## config.mk

```make
export PLATFORM = sky130hd
export DESIGN_NAME = lookahead_multiport_ram
export DESIGN_NICKNAME = d
export VERILOG_FILES = /design/src/rtl/lookahead_multiport_ram.sv
export SDC_FILE = /design/constraint.sdc
export NUM_CORES = 1
export LEC_CHECK = 0
export CAP_MARGIN = 40
export CORE_MARGIN = 2
export CORE_UTILIZATION = 40
export DETAILED_ROUTE_END_ITERATION = 12
export SLEW_MARGIN = 30
export SYNTH_ARGS = -nofsm -noshare
export SYNTH_HDL_FRONTEND = slang
export SYNTH_SLANG_ARGS = --single-unit
```

## constraint.sdc

```tcl
create_clock -name clk -period 2.1 [get_ports clk]
set_input_delay 0.42 -clock clk [delete_from_list [all_inputs] [get_ports clk]]
set_output_delay 0.42 -clock clk [all_outputs]
set_load 0.02 [all_outputs]
```

## src/rtl/lookahead_multiport_ram.sv

```systemverilog
// Single-write, multi-read lookahead RAM. Each read port owns a copy of the
// array, which keeps every copy a simple dual-port block RAM. A write and a
// read of the same address on the same edge return the newly written bytes.
// An optional sweep writes zero to every word after reset.

// Per-port array copy, registered read and byte-wise lookahead merge
module lookahead_multiport_ram_port #(
   parameter int DEPTH         = 16,
   parameter int DATA_WIDTH    = 32,
   parameter int ADDRESS_WIDTH = 4
) (
   input  logic                       clk,
   input  logic                       reset_n,
   input  logic                       mem_we,
   input  logic [ADDRESS_WIDTH-1:0]   mem_wa,
   input  logic [DATA_WIDTH-1:0]      mem_wd,
   input  logic [DATA_WIDTH/8-1:0]    mem_be,
   input  logic [DATA_WIDTH-1:0]      byp_data,
   input  logic [ADDRESS_WIDTH-1:0]   rd_address,
   input  logic                       force_zero,
   output logic [DATA_WIDTH-1:0]      rd_readdata
);
   localparam int BYTES = DATA_WIDTH / 8;
   localparam logic [ADDRESS_WIDTH:0] DEPTH_L = (ADDRESS_WIDTH + 1)'(DEPTH);

   logic [DATA_WIDTH-1:0] mem [DEPTH];
   logic [DATA_WIDTH-1:0] rd_q;
   logic                  rd_ok;
   logic                  rd_ok_q;
   logic [BYTES-1:0]      byp_q;

   assign rd_ok = ({1'b0, rd_address} < DEPTH_L);

   // Byte-enabled array write; registered read sees pre-write contents
   always_ff @(posedge clk) begin
      if (mem_we) begin
         for (int b = 0; b < BYTES; b++) begin
            if (mem_be[b]) mem[mem_wa][8*b +: 8] <= mem_wd[8*b +: 8];
         end
      end
      rd_q <= mem[rd_address];
   end

   // Per-byte bypass flags and address-range flag for the read in flight
   always_ff @(posedge clk) begin
      if (!reset_n) begin
         rd_ok_q <= 1'b0;
         byp_q   <= '0;
      end else begin
         rd_ok_q <= rd_ok;
         byp_q   <= (mem_we && rd_ok && (mem_wa == rd_address)) ? mem_be : '0;
      end
   end

   // Merge bypassed bytes over the array read; out-of-range reads give zero
   always_comb begin
      rd_readdata = '0;
      for (int b = 0; b < BYTES; b++) begin
         if (byp_q[b])     rd_readdata[8*b +: 8] = byp_data[8*b +: 8];
         else if (rd_ok_q) rd_readdata[8*b +: 8] = rd_q[8*b +: 8];
      end
      if (force_zero) rd_readdata = '0;
   end
endmodule

module lookahead_multiport_ram #(
   parameter int DEPTH          = 16,
   parameter int DATA_WIDTH     = 32,
   parameter int ADDRESS_WIDTH  = 4,
   parameter int NUM_READ_PORTS = 2,
   parameter int CLEAR_ON_RESET = 1
) (
   input  logic                                   clk,
   input  logic                                   reset_n,
   input  logic [ADDRESS_WIDTH-1:0]               wr_address,
   input  logic [DATA_WIDTH-1:0]                  wr_writedata,
   input  logic [DATA_WIDTH/8-1:0]                wr_byteenable,
   input  logic                                   wr_write,
   output logic                                   wr_waitrequest,
   input  logic [NUM_READ_PORTS*ADDRESS_WIDTH-1:0] rd_address,
   output logic [NUM_READ_PORTS*DATA_WIDTH-1:0]    rd_readdata
);
   localparam int BYTES = DATA_WIDTH / 8;
   localparam bit CLEAR = (CLEAR_ON_RESET != 0);
   localparam logic [ADDRESS_WIDTH:0] DEPTH_L = (ADDRESS_WIDTH + 1)'(DEPTH);

   logic [ADDRESS_WIDTH-1:0] clear_count;
   logic                     sweep;
   logic                     ext_wr;
   logic                     mem_we;
   logic [ADDRESS_WIDTH-1:0] mem_wa;
   logic [DATA_WIDTH-1:0]    mem_wd;
   logic [BYTES-1:0]         mem_be;
   logic [DATA_WIDTH-1:0]    byp_data_q;

   // Sweep zero-writes take the write port until waitrequest drops; the
   // sweep write is also bypassed so the last cleared word reads clean
   always_comb begin
      sweep  = CLEAR && wr_waitrequest && reset_n;
      ext_wr = wr_write && !wr_waitrequest && reset_n &&
               ({1'b0, wr_address} < DEPTH_L);
      mem_we = sweep || ext_wr;
      mem_wa = wr_address;
      mem_wd = wr_writedata;
      mem_be = ext_wr ? wr_byteenable : '0;
      if (sweep) begin
         mem_wa = clear_count;
         mem_wd = '0;
         mem_be = '1;
      end
   end

   // Waitrequest / clear sweep counter and registered bypass data
   always_ff @(posedge clk) begin
      if (!reset_n) begin
         wr_waitrequest <= 1'b1;
         clear_count    <= ADDRESS_WIDTH'(DEPTH - 1);
         byp_data_q     <= '0;
      end else begin
         byp_data_q <= mem_wd;
         if (wr_waitrequest) begin
            if (CLEAR && (clear_count != '0)) clear_count <= clear_count - 1'b1;
            else                              wr_waitrequest <= 1'b0;
         end
      end
   end

   for (genvar p = 0; p < NUM_READ_PORTS; p++) begin : g_port
      lookahead_multiport_ram_port #(
         .DEPTH         (DEPTH),
         .DATA_WIDTH    (DATA_WIDTH),
         .ADDRESS_WIDTH (ADDRESS_WIDTH)
      ) u_port (
         .clk         (clk),
         .reset_n     (reset_n),
         .mem_we      (mem_we),
         .mem_wa      (mem_wa),
         .mem_wd      (mem_wd),
         .mem_be      (mem_be),
         .byp_data    (byp_data_q),
         .rd_address  (rd_address[p*ADDRESS_WIDTH +: ADDRESS_WIDTH]),
         .force_zero  (wr_waitrequest),
         .rd_readdata (rd_readdata[p*DATA_WIDTH +: DATA_WIDTH])
      );
   end
endmodule

```

# Yosys cells after proc, flatten, opt, wreduce, memory -nomap -nowiden
# Memory sizes are Yosys's and may differ from the RTL's. A register that Yosys moved wholly into a read port is not among the register bits.
# Cells that the tools add are included.
# totals
ramBits	1024
wordCells	59
mem_count	2
ff_bits	46
out_inout_bits	65
inputBits	51
# op_classes
muxes	37
eq_ne	2
reduce_logical	11
add_sub_neg	1
# memory_table
name	words	width	rd	rd_clocked_by_memory_dff	wr	line_no	text
g_port[0].u_port.mem	16	32	1	1	1	26	logic [DATA_WIDTH-1:0] mem [DEPTH];
g_port[1].u_port.mem	16	32	1	1	1	26	
# op_table
cell	n
8-bit two-way mux	16
32-bit two-way mux	3
1-bit two-way mux	15
4-bit two-way mux	3
4-bit equality test	2
2-bit AND reduction	3
1-bit logical AND	5
4-bit nonzero test	1
4-bit by 1-bit subtractor with 4-bit output, second input constant	1
1-bit zero test	1
1-bit logical OR	1

# Longest topological paths before layout
# logic_depth
depth_word	8
depth_mapped	7
ltp_nobuf	5

# Modules after synthesis
# Synthesis repeated with hierarchy kept, for this count alone.
# hier_totals
cells_unflattened	2171
area_unflattened_um2	42858.6
# modules_own_cells
mod	seq_area_each_um2	cells_each	instances	area_each_um2
lookahead_multiport_ram_port	16115.5	1011	2	20719.9
lookahead_multiport_ram	740.7	149	1	1418.9

# Worst setup path before layout
# Ideal clock, no wire load.
# synth_timing
path_kind	register to register
startpoint	register wr_waitrequest
endpoint	memory g_port[0].u_port.mem[11][10], enable pin
n_path_buf	3
synth_period_minus_slack_ns	2.237
required_time_ns	1.717
slack_ns	-0.137
stages_incl_launch_ff	7
setup_time_ns	0.383
t_arrival_ns	1.854
path_cell_list	dfxtp_1 buf_6 buf_2 a21o_1 nand2_1 clkbuf_1 nor3_1
# synth_via
elab_chain_len	8
elab_cells_between_ends	11
classes_between	mux: 6; reduce/logical: 5
# synth_lines
element	line_no	text
start: declaration	79	output logic wr_waitrequest,
start signal: assignment	116	wr_waitrequest <= 1'b1;
start signal: assignment	123	else wr_waitrequest <= 1'b0;
1-bit zero test	100	ext_wr = wr_write && !wr_waitrequest && reset_n &&
1-bit logical AND (2 in series)	100	
4-bit two-way mux	105	mem_be = ext_wr ? wr_byteenable : '0;
4-bit two-way mux	106	if (sweep) begin
1-bit two-way mux	38	if (mem_be[b]) mem[mem_wa][8*b +: 8] <= mem_wd[8*b +: 8];
1-bit two-way mux	36	if (mem_we) begin
1-bit two-way mux (implied by the code)	38	
end: declaration	26	
# Parallel ways exist; a longest one is shown, timed or not.

# Final worst setup path
# layout_timing
startpoint	register g_port[0].u_port.rd_ok_q
endpoint	output port rd_readdata[19]
# layout_via
elab_chain_len	3
# layout_lines
element	line_no	text
start: declaration	29	logic rd_ok_q;
start signal: assignment	50	rd_ok_q <= rd_ok;
8-bit two-way mux	60	else if (rd_ok_q) rd_readdata[8*b +: 8] = rd_q[8*b +: 8];
8-bit two-way mux	59	if (byp_q[b]) rd_readdata[8*b +: 8] = byp_data[8*b +: 8];
32-bit two-way mux	62	if (force_zero) rd_readdata = '0;
end: declaration	81	output logic [NUM_READ_PORTS*DATA_WIDTH-1:0] rd_readdata
# No other way between the ends.

==> results.yml <==
run_status:
  status: "finished, violations left"
  violations: "negative setup slack"
finish:
  syn_to_final_growth_pct: 25.0
  final_common_cell: "edfxtp_1"
  final_cell_mix: "512 x edfxtp_1, 256 x mux4_2, 219 x buf_4, 136 x a22oi_1, 115 x nor2_1"
  nets: 1937
  drive_gt1_share_pct: 39.4
  nFillCells: 5452
  layout.cells.non_filler: 2810
clock_network:
  clock_latency_ns: 0.60
  cts_tree: "yes"
  hold_buffers: 0
  numCtsBuffers: 66
  htreeDepth: 3
  clk_path_buf_depth: 3
  cts-root-buf: "clkbuf_16"
  clkTransAtPathRegs_ns: 0.06
  cts.sinks: 622
route:
  first_pass_iters: 7
  drc: 0
  wl_um: 74300
  ant_nets: 0
  drtIter0Drc: 1553
  routed_via_density: 5.81
  vias: 16300
  wl_per_cell_um: 26.4
yosys:
  ys_types: 39
  netlist_area_um2: 27300
  synth_edf_count: 512
  ys_seq_elements: 622
  synthFlopType: "edfxtp_1"
  ys_warn_count: 0
  yosysSeqAreaShare_pct: 64.4
  syn_nets: 1633
  async_flop_share_pct: 0
  syn_area_per_cell_um2: 17.3
  syn_inst: 1581
floorplan:
  die-area_um2: 70400
  fp.dieH_um: 265
  die_x_um: 265
  rows: 95
  initial_core_util_pct: 40.5
  coreArea_um2: 67400
  ios: 116
worst_setup_path:
  setup.worst_path.end_class: "output port"
  crit_type: "reg -> out"
  crit_path_start_kind: "register"
  worst_ep_required_time_ns: 1.68
  path_max_fanout: 6
  critPathArrivalTime_ns: 1.86
global_routing:
  grtUsageTotal_pct: 21.4
  antenna_found_initial: 3
  grt_max_degree: 47
  grt_pass1_vias: 17200
  grt_pass1_wl_um: 111000
  grt-ovfl-total: 0
placement:
  place_inst: 2688
  dp_hpwl_um: 51900
  pre_cts_ws_ns: -0.663
  gp_congestion: 0.865
  portBuffers: 115
timing:
  finalSetupTns_ns: -5.42
  hold_viol: 0
  postLayoutSetupSlackWorst_ns: -0.176
  setup_viol: 59
  clock.fmax_ghz: 0.439
  worst_pin_slew_ns: 0.789
  slew_headroom_pct: 47.3
  slew_violations: 0
  period_share_pct: 108
  rsz0062_at_grt: "true"
  clock_skew_ns: 0.0297
  fin_crit_ns: 2.28
job:
  cap_violations: 0
power:
  swShare_pct: 22.2
  peakVddDrop_mv: 0.601
  p_int_w: 0.0215
  finalPower_w: 0.0276
  switching_power_w: 0.00613
  power_frac_seq_pct: 49.9
  power_leakage_nw: 11.8
  p_comb_share_pct: 9.3
  clkPwrFrac_pct: 40.8
  powerDensity_nw_per_um2: 808
hold_path:
  hold_path_class: "in -> reg"
-- per-layer routing --
layer | vias up | wire, µm | track usage [%]
met5 | - | 27 | 0
met1 | 8481 | 30200 | 29.2
met2 | 638 | 36700 | 34.9
li1 | 7073 | - | -
met4 | 4 | 2040 | 7.92
met3 | 121 | 5340 | 3.60
-- metrics by stage --
step | hold WS [ns] | utilization, % | instance area, µm²
after floorplan | 0.448 | - | 27300
after global placement | 0.564 | 47.0 | 31700
after detailed placement | 0.583 | 47.1 | 31700
after CTS | 0.257 | 50.2 | 33900
after global routing | 0.308 | 50.7 | 34100
final | 0.290 | 50.7 | 34100
-- synth_stat cells (14+ instances only) --
cell type | n | area, µm²
a22oi_1 | 184 | 1380
and2_1 | 67 | 419
buf_1 | 19 | 71.3
buf_2 | 16 | 80.1
buf_4 | 14 | 105
clkbuf_1 | 64 | 240
dfxtp_1 | 110 | 2200
edfxtp_1 | 512 | 15400
mux4_2 | 256 | 5770
nand2_1 | 88 | 330
nor2_1 | 124 | 465
nor3_1 | 25 | 125
-- logic make-up (layout without fill, tap and decap cells) --
| group | Yosys count | count (layout) | synth area share [%] |
|---|---|---|---|
| flip-flops | 622 | 622 | 64.4 |
| AND/OR/NAND/NOR | 343 | 343 | 5.82 |
| multiplexers | 260 | 260 | 21.3 |
| AO/OA/AOI/OAI | 218 | 218 | 5.87 |
| buffers and inverters | 129 | 484 | 2.37 |
| XOR/XNOR | 8 | 8 | 0.257 |
| adder cells (fa/ha/maj) | 1 | 1 | 0.0458 |
| other | 0 | 1 | 0 |
-- worst max-delay path, stage by stage (launching register included) --
cell and delay [ns]:
dfxtp_4 0.37, buf_8 0.14, nor2b_4 0.26, buf_6 0.15
a22oi_1 0.07, nor2_1 0.11, buf_4 0.15
-- repair_timing --
item                       4_1_cts  5_1_grt
pin swaps                       22       67
buffers inserted                 3        3
setup endpoints to repair      204      172
resized for setup              370       68
-- power by group through the flow --
| stage | registers (W) | clock network [W] | logic (W) |
|---|---|---|---|
| final | 0.0138 | 0.0112 | 0.00257 |
| after floorplan | 0.0140 | 0 | 0.00137 |
| after global placement | 0.0140 | 0 | 0.00246 |
| after detailed placement | 0.0140 | 0 | 0.00250 |
| after CTS | 0.0138 | 0.0115 | 0.00254 |
| after global routing | 0.0138 | 0.0119 | 0.00273 |
-- final timing paths --
check / startpoint / to / slack [ns] / cells past startpoint
min reg2reg: clear_count[1] / clear_count[1] / 0.59 / 2
min: rd_address[1] / g_port[0].u_port.rd_q[12] / 0.29 / 4
max: g_port[0].u_port.rd_ok_q / rd_readdata[19] / -0.18 / 6
max reg2reg: wr_waitrequest / g_port[0].u_port.mem[12][19] / 0.08 / 6
-- flip-flops by register name, indices dropped and copies added (netlist names) --
signal                 cells
g_port.u_port.mem        512
g_port.u_port.rd_q        64
byp_data_q                32
g_port.u_port.byp_q        8
clear_count                4
g_port.u_port.rd_ok_q      1
wr_waitrequest             1
-- final cells by class --
cell class              count  area [µm²]  share of cell area, %
diodes                      1        2.50                0.00733
clock buffers              91        1900                   5.57
clock inverters            28         191                  0.561
inverters                   4        15.0                 0.0440
multi-input cells         830        9530                   27.9
flip-flops and latches    622       17600                   51.5
well taps                 873        1090                   3.20
repair buffers            361        3830                   11.2
No activity file was read; power rests on OpenSTA's default activity.
